--- src/rtl/alu_rs.sv ---
// Integer ALU reservation station: collapsing age-ordered queue with writeback
// wakeup and oldest-ready select. The ooo_types package is carried here so the file stands alone.
package ooo_types;
  localparam int PHYS_REG_BITS = 6;
  localparam int ROB_BITS      = 5;

  typedef struct packed {
    logic                     valid;
    logic [PHYS_REG_BITS-1:0] prs1;
    logic [PHYS_REG_BITS-1:0] prs2;
    logic                     prs1_ready;
    logic                     prs2_ready;
    logic [PHYS_REG_BITS-1:0] prd;
    logic [ROB_BITS-1:0]      rob_tag;
    logic [3:0]               alu_op;
    logic                     alu_src;
    logic [31:0]              immediate;
    logic                     reg_write;
  } rs_entry_t;
endpackage

module alu_rs
  import ooo_types::*;
#(
  parameter int RS_DEPTH = 8
) (
  input  logic                       clk,
  input  logic                       rst,
  input  logic                       dispatch_en,
  input  rs_entry_t                  dispatch_entry,
  output logic                       full,
  output logic [$clog2(RS_DEPTH):0]  count,
  input  logic                       wb0_en,
  input  logic [PHYS_REG_BITS-1:0]   wb0_prd,
  input  logic                       wb1_en,
  input  logic [PHYS_REG_BITS-1:0]   wb1_prd,
  input  logic                       alu_ready,
  output logic                       issue_en,
  output rs_entry_t                  issue_entry,
  input  logic                       flush
);

  localparam int IW = $clog2(RS_DEPTH);
  localparam int CW = IW + 1;

  rs_entry_t               entries_reg [RS_DEPTH];
  rs_entry_t               entries_next [RS_DEPTH];
  logic [CW-1:0]           count_reg;
  logic [CW-1:0]           count_next;
  logic [RS_DEPTH-1:0]     ready_vec;
  logic [RS_DEPTH-1:0]     shift_vec;
  logic [RS_DEPTH-1:0]     ins_vec;
  logic [IW-1:0]           sel_idx;
  logic                    found;
  logic                    disp_acc;
  logic [CW-1:0]           ins_pos;
  rs_entry_t               disp_woken;

  // Physical register 0 is never broadcast as a real producer.
  function automatic rs_entry_t wake(input rs_entry_t e,
                                     input logic w0, input logic [PHYS_REG_BITS-1:0] p0,
                                     input logic w1, input logic [PHYS_REG_BITS-1:0] p1);
    rs_entry_t r;
    logic h0, h1;
    r  = e;
    h0 = w0 && (p0 != '0);
    h1 = w1 && (p1 != '0);
    if ((h0 && p0 == e.prs1) || (h1 && p1 == e.prs1)) r.prs1_ready = 1'b1;
    if ((h0 && p0 == e.prs2) || (h1 && p1 == e.prs2)) r.prs2_ready = 1'b1;
    return r;
  endfunction

  assign full  = (count_reg == CW'(RS_DEPTH));
  assign count = count_reg;

  // Oldest-first select: scanning downward leaves the lowest ready index.
  always_comb begin
    found   = 1'b0;
    sel_idx = '0;
    for (int i = RS_DEPTH - 1; i >= 0; i--) begin
      if (ready_vec[i]) begin
        found   = 1'b1;
        sel_idx = IW'(i);
      end
    end
  end

  assign issue_en = found && alu_ready && !flush;

  always_comb begin
    issue_entry = '0;
    if (issue_en) begin
      issue_entry       = entries_reg[sel_idx];
      issue_entry.valid = 1'b1;
    end
  end

  assign disp_acc   = dispatch_en && !full && !flush;
  assign ins_pos    = count_reg - CW'(issue_en);
  assign shift_vec  = issue_en ? ~((RS_DEPTH'(1) << sel_idx) - RS_DEPTH'(1)) : '0;
  assign ins_vec    = disp_acc ? (RS_DEPTH'(1) << ins_pos) : '0;
  assign count_next = count_reg + CW'(disp_acc) - CW'(issue_en);

  always_comb begin
    disp_woken       = wake(dispatch_entry, wb0_en, wb0_prd, wb1_en, wb1_prd);
    disp_woken.valid = 1'b1;
    if (dispatch_entry.prs1 == '0) disp_woken.prs1_ready = 1'b1;
    if (dispatch_entry.prs2 == '0) disp_woken.prs2_ready = 1'b1;
  end

  genvar gi;
  generate
    for (gi = 0; gi < RS_DEPTH; gi++) begin : g_slot
      rs_entry_t upper;
      rs_entry_t src;

      if (gi < RS_DEPTH - 1) begin : g_up
        assign upper = entries_reg[gi+1];
      end else begin : g_top
        assign upper = '0;
      end

      assign ready_vec[gi] = entries_reg[gi].valid && entries_reg[gi].prs1_ready &&
                             (entries_reg[gi].prs2_ready || entries_reg[gi].alu_src);

      always_comb begin
        src = shift_vec[gi] ? upper : entries_reg[gi];
        if (ins_vec[gi]) entries_next[gi] = disp_woken;
        else             entries_next[gi] = wake(src, wb0_en, wb0_prd, wb1_en, wb1_prd);
      end
    end
  endgenerate

  always_ff @(posedge clk or posedge rst) begin
    if (rst) begin
      count_reg <= '0;
      for (int i = 0; i < RS_DEPTH; i++) entries_reg[i] <= '0;
    end else if (flush) begin
      count_reg <= '0;
      for (int i = 0; i < RS_DEPTH; i++) entries_reg[i] <= '0;
    end else begin
      count_reg <= count_next;
      for (int i = 0; i < RS_DEPTH; i++) entries_reg[i] <= entries_next[i];
    end
  end

endmodule

--- config.mk ---
export PLATFORM = sky130hd
export DESIGN_NAME = alu_rs
export DESIGN_NICKNAME = d
export VERILOG_FILES = /design/src/rtl/alu_rs.sv
export SDC_FILE = /design/constraint.sdc
export NUM_CORES = 2
export LEC_CHECK = 0
export ABC_CLOCK_PERIOD_IN_PS = 41700
export CAP_MARGIN = 10
export CORE_MARGIN = 4
export CORE_UTILIZATION = 60
export DETAILED_ROUTE_END_ITERATION = 10
export PLACE_DENSITY = 0.77
export SLEW_MARGIN = 20
export SYNTH_ARGS = -nofsm -noshare
export SYNTH_HDL_FRONTEND = slang
export SYNTH_SLANG_ARGS = --single-unit
--- constraint.sdc ---
create_clock -name clk -period 41.7 [get_ports clk]
set_clock_uncertainty 0.2 [all_clocks]
set_input_delay 8.34 -clock clk [delete_from_list [all_inputs] [get_ports clk]]
set_output_delay 8.34 -clock clk [all_outputs]
set_load 0.05 [all_outputs]
-- After elaboration in Yosys (flattened, before gate mapping)
Index checks and enable logic that the tools add are counted.
- word-level logic and storage cells: 309
- bits in writable memories: 0
- bits in latches: 0
- memories: 0
- bits in read-only memories: 0
- register bits after elaboration: 516
- add/sub/neg operators: 4
- reduce and logical (&&, ||, !) cells: 114
- $lt $le $gt $ge: 1
- bitwise logic cells: 2
- div/mod/pow operators: 0
- $mul: 0
- shifts and indexed selects: 2
- equal/unequal tests: 37
- multiplexer cells: 60
- operators with widths (operator ; number):
    $mux W64 ; 17
    $mux W512 ; 1
    $eq A6 B6 Y1 ; 36
    $bmux W64 S3 ; 1
    $mux W63 ; 2
    $reduce_bool A4 Y1 ; 16
    $logic_and A1 B1 Y1 ; 58
    $mux W1 ; 28
    $logic_or A1 B1 Y1 ; 26
    $mux W3 ; 8
    $reduce_bool A3 Y1 ; 8
    $mux W8 ; 2
    $logic_not A6 Y1 ; 2
    $reduce_bool A6 Y1 ; 2
    $not A8 Y8 ; 1
    $shl A1 B3 Y8 const A ; 1
    $shl A1 B4 Y8 const A ; 1
    $sub A4 B1 Y4 ; 2
    $sub A8 B1 Y8 const B ; 1
    $add A4 B1 Y4 ; 1
    $eq A4 B4 Y1 const B ; 1
    $ge A4 B4 Y1 const B ; 1
    $mux W4 ; 1
    $not A3 Y4 ; 1
    $logic_not A1 Y1 ; 2

-- Depth between registers and ports, before layout
- depth after elaboration: 21
- depth in mapped cells: 17
- depth with buffers taken out: 14

-- Least setup slack after synthesis
No wires, ideal clock.
- path kind: input to output
- start point: in flush
- end point: out issue_entry[61] (netlist name)
- arrival: 10761 ps
- setup slack: 22399 ps
- stages: 10
- data required time: 33160 ps
- cell sequence: clkbuf_1 -> nand2b_1 -> a41oi_1 -> buf_2 -> clkbuf_1 -> clkbuf_1 -> clkbuf_1 -> o221ai_1 -> a31oi_1 -> a21o_1
- RTL lines (item ; RTL line ; RTL):
    start: declaration ; 40 ; input logic flush
    end: declaration ; 39 ; output rs_entry_t issue_entry,

==> metrics.md <==
| Metric | Value |
|---|---|
| Num rows | `84` |
| Peak supply drop | `0.0000309 V` |
| Cell taking the most area after synthesis | `dfrtp_1` |
| Clock latency on the worst-skew pair | `0.63 ns` |
| Clock Power Share | `0.424` |
| Combinational Power Share | `0.138` |
| Setup crit start kind | `primary input` |
| Avg WL per Cell | `26.6 um` |
| GRT Overall Usage | `0.402` |
| Post-synthesis sequential area ratio | `0.399` |
| Fraction of layout cells with a size suffix above 1 | `0.0709` |
| Starting Density | `0.611` |
| R2r endpoint | `entries_reg[369]` |
| Register area | `12900 um^2` |
| Outcome | `finished clean` |
| RSZ-0062 raised after global routing | `false` |
| Fin. Hold Viols | `0` |
| Syn_area_per_cell | `8.29 um^2` |
| Die Width | `240 um` |
| Antenna violations before repair | `4` |
| Crit end category | `output pin` |
| P_sw | `0.000362 W` |
| Vias per Instance | `7.25` |
| DRT Pass-1 Iters | `6` |
| P_leak | `14.3 nW` |
| Synth Register Bits | `516` |
| Min cycle time layout | `20.54 ns` |
| Setup slack after layout | `21.16 ns` |
| Internal | `0.000886 W` |
| Synth top area share | `0.399` |
| Core ar. | `53000 um^2` |
| Crit Path Class | `in2out` |
| I/O pins | `153` |
| Area growth, synth to finish | `10.3%` |
| Clk sinks | `516` |
| Clk slew on worst S/H paths | `0.06 ns` |
| EDFF count, synth | `0` |
| Dpl ws | `21.29 ns` |
| Hold Path End | `entries_reg[48]` |
| Critical Path RT | `33.16 ns` |
| CP arrival | `12.00 ns` |
| Fmax achieved | `0.0487 GHz` |
| Max-Cap Viols | `0` |
| Htree depth | `2` |
| Crit path max fanout | `156` |
| TritonCTS clock tree | `yes` |
| Setup TNS | `0 ns` |
| Synth area leaders | `dfrtp_1 (40%), nand2_1 (9.5%), a311oi_1 (6.8%)` |
| R2R cell count | `14` |
| Final Setup Violations | `0` |
| Worst hold path depth | `1` |
| Worst r2r src | `entries_reg[497]` |
| Synth Cell Area | `32300 um^2` |
| PortBufs | `151` |
| Count leader, synth | `nand2_1` |
| Initial DRC Count | `4386` |
| Yosys warnings | `0` |
| Syn nets | `3994` |
| Sequential share of power | `0.437` |
| Hold Path Class | `reg2reg` |
| NumNets Final | `3829` |
| Mapped Cells | `3901` |
| Final ANT Viol Nets | `0` |
| R2R setup slack | `35.22 ns` |
| Die height | `240 um` |
| Worst slew margin | `0.186` |
| Placer congestion estimate | `0.972` |
| Synth cell types | `79` |
| Synth top cells by count | `nand2_1 (822), dfrtp_1 (516), nor2_1 (490), clkbuf_1 (325), a311oi_1 (251)` |
| Via count | `32400` |
| Detailed Place HPWL | `64.7 mm` |
| Total wire length | `119 mm` |
| Vias in the first global route | `31800` |
| Hold_buf cts | `0` |
| Sw Share | `0.290` |
| Multi-input logic area | `17800 um^2` |
| Ys flop type | `dfrtp_1` |
| Fill cells | `4311` |
| Ys async rst share | `1.00` |
| Period utilization | `0.493` |
| Root Driver | `clkbuf_16` |
| Hold path startpoint | `entries_reg[48]` |
| # DRC | `0` |
| Slew @ Worst Pin | `1.22 ns` |
| Clock buffers created by TritonCTS | `56` |
| Power Dens Cells | `35.0 nW/um^2` |
| Largest net degree at the start of global routing | `222` |
| Largest register FFs | `512` |
| Die area | `57700 um^2` |
| Clock Path Buffers | `3` |
| Grt total ovfl | `0` |
| Slew Limit Fails | `0` |
| Post-CTS sizing | `0` |
| First-pass GRT wire length | `183 mm` |
| Setup bufs post-CTS | `0` |
-- area by class of cell --
cell class,instances,area share
diodes,4,0.000281
clock buffers,71,0.0443
clock inverters,31,0.00979
inverters,39,0.00432
multi-input cells,2907,0.498
flip-flops and latches,516,0.362
well taps,688,0.0241
repair buffers,216,0.0574
-- critical path, cell delays in order --
cell	delay, ns
buf_8	0.30
nand2b_1	0.49
a41oi_4	0.30
buf_4	0.81
o21ai_0	0.23
a31oi_1	0.23
o21ai_0	0.11
nand2_1	0.24
clkdlybuf4s50_1	0.85
-- how the worst max path moves through the flow --
stage / from / end / slack [ns] / depth (start not counted)
3_5_place_dp: alu_ready / issue_entry[60] / 21.29 / 9
2_1_floorplan: rst / count[0] / 18.75 / 1
3_3_place_gp: alu_ready / issue_entry[57] / 21.33 / 9
6_report: flush / issue_entry[57] / 21.16 / 9
4_1_cts: alu_ready / issue_entry[60] / 21.27 / 9
5_1_grt: flush / issue_entry[57] / 21.05 / 9
-- cells in the final DEF (no fill, tap or decap), drive strengths merged, types with 25 or more instances in the layout --
cell / instances
clkbuf: 71
a22o: 52
nand3: 34
clkdlybuf4s50: 149
mux2i: 173
dfrtp: 516
inv: 38
a211oi: 185
xor2: 52
clkinv: 25
nor2: 490
buf: 67
a311oi: 251
nor4: 27
a31oi: 131
or2: 53
nand4: 27
a21oi: 66
nand2: 822
o221ai: 109
nor3: 27
o21ai: 79
xnor2: 124
-- cell families after synthesis --
kind of cell,after synthesis,synth area share
adders and majority gates,10,0.00410
xor gates and xnor gates,176,0.0477
muxes,180,0.0576
and+or+nand+nor,1532,0.195
buffers and inverters,478,0.0593
AOI/OAI and AO/OA,1009,0.237
DFF,516,0.399
-- routing by layer --
| metal | up-vias | GRT usage | wire [um] |
|---|---|---|---|
| met1 | 15600 | 0.534 | 43800 |
| met2 | 2501 | 0.627 | 52900 |
| met4 | 0 | 0.212 | 7140 |
| met5 | - | 0 | 0 |
| met3 | 573 | 0.0797 | 14900 |
| li1 | 13700 | - | - |
-- power by group through the flow --
stage          logic [W]  clock network [W]  registers [W]
2_1_floorplan   0.000114                  0       0.000551
3_3_place_gp    0.000161                  0       0.000552
3_5_place_dp    0.000167                  0       0.000553
4_1_cts         0.000168           0.000531       0.000545
5_1_grt         0.000185           0.000555       0.000548
6_report        0.000172           0.000530       0.000546
-- per-stage QoR --
stage | hold WS [ns] | power (W) | cell area, um^2 | util | instances
2_1_floorplan | 0.286 | 0.000665 | 32300 | - | 3901
4_1_cts | 0.325 | 0.00124 | 35600 | 0.673 | 4467
6_report | 0.330 | 0.00125 | 35700 | 0.673 | 4472
3_5_place_dp | 0.308 | 0.000720 | 33700 | 0.636 | 4365
5_1_grt | 0.333 | 0.00129 | 35700 | 0.673 | 4470
3_3_place_gp | 0.304 | 0.000713 | 33700 | 0.636 | 4365
Note: power is estimated with default switching activity, not from simulation.
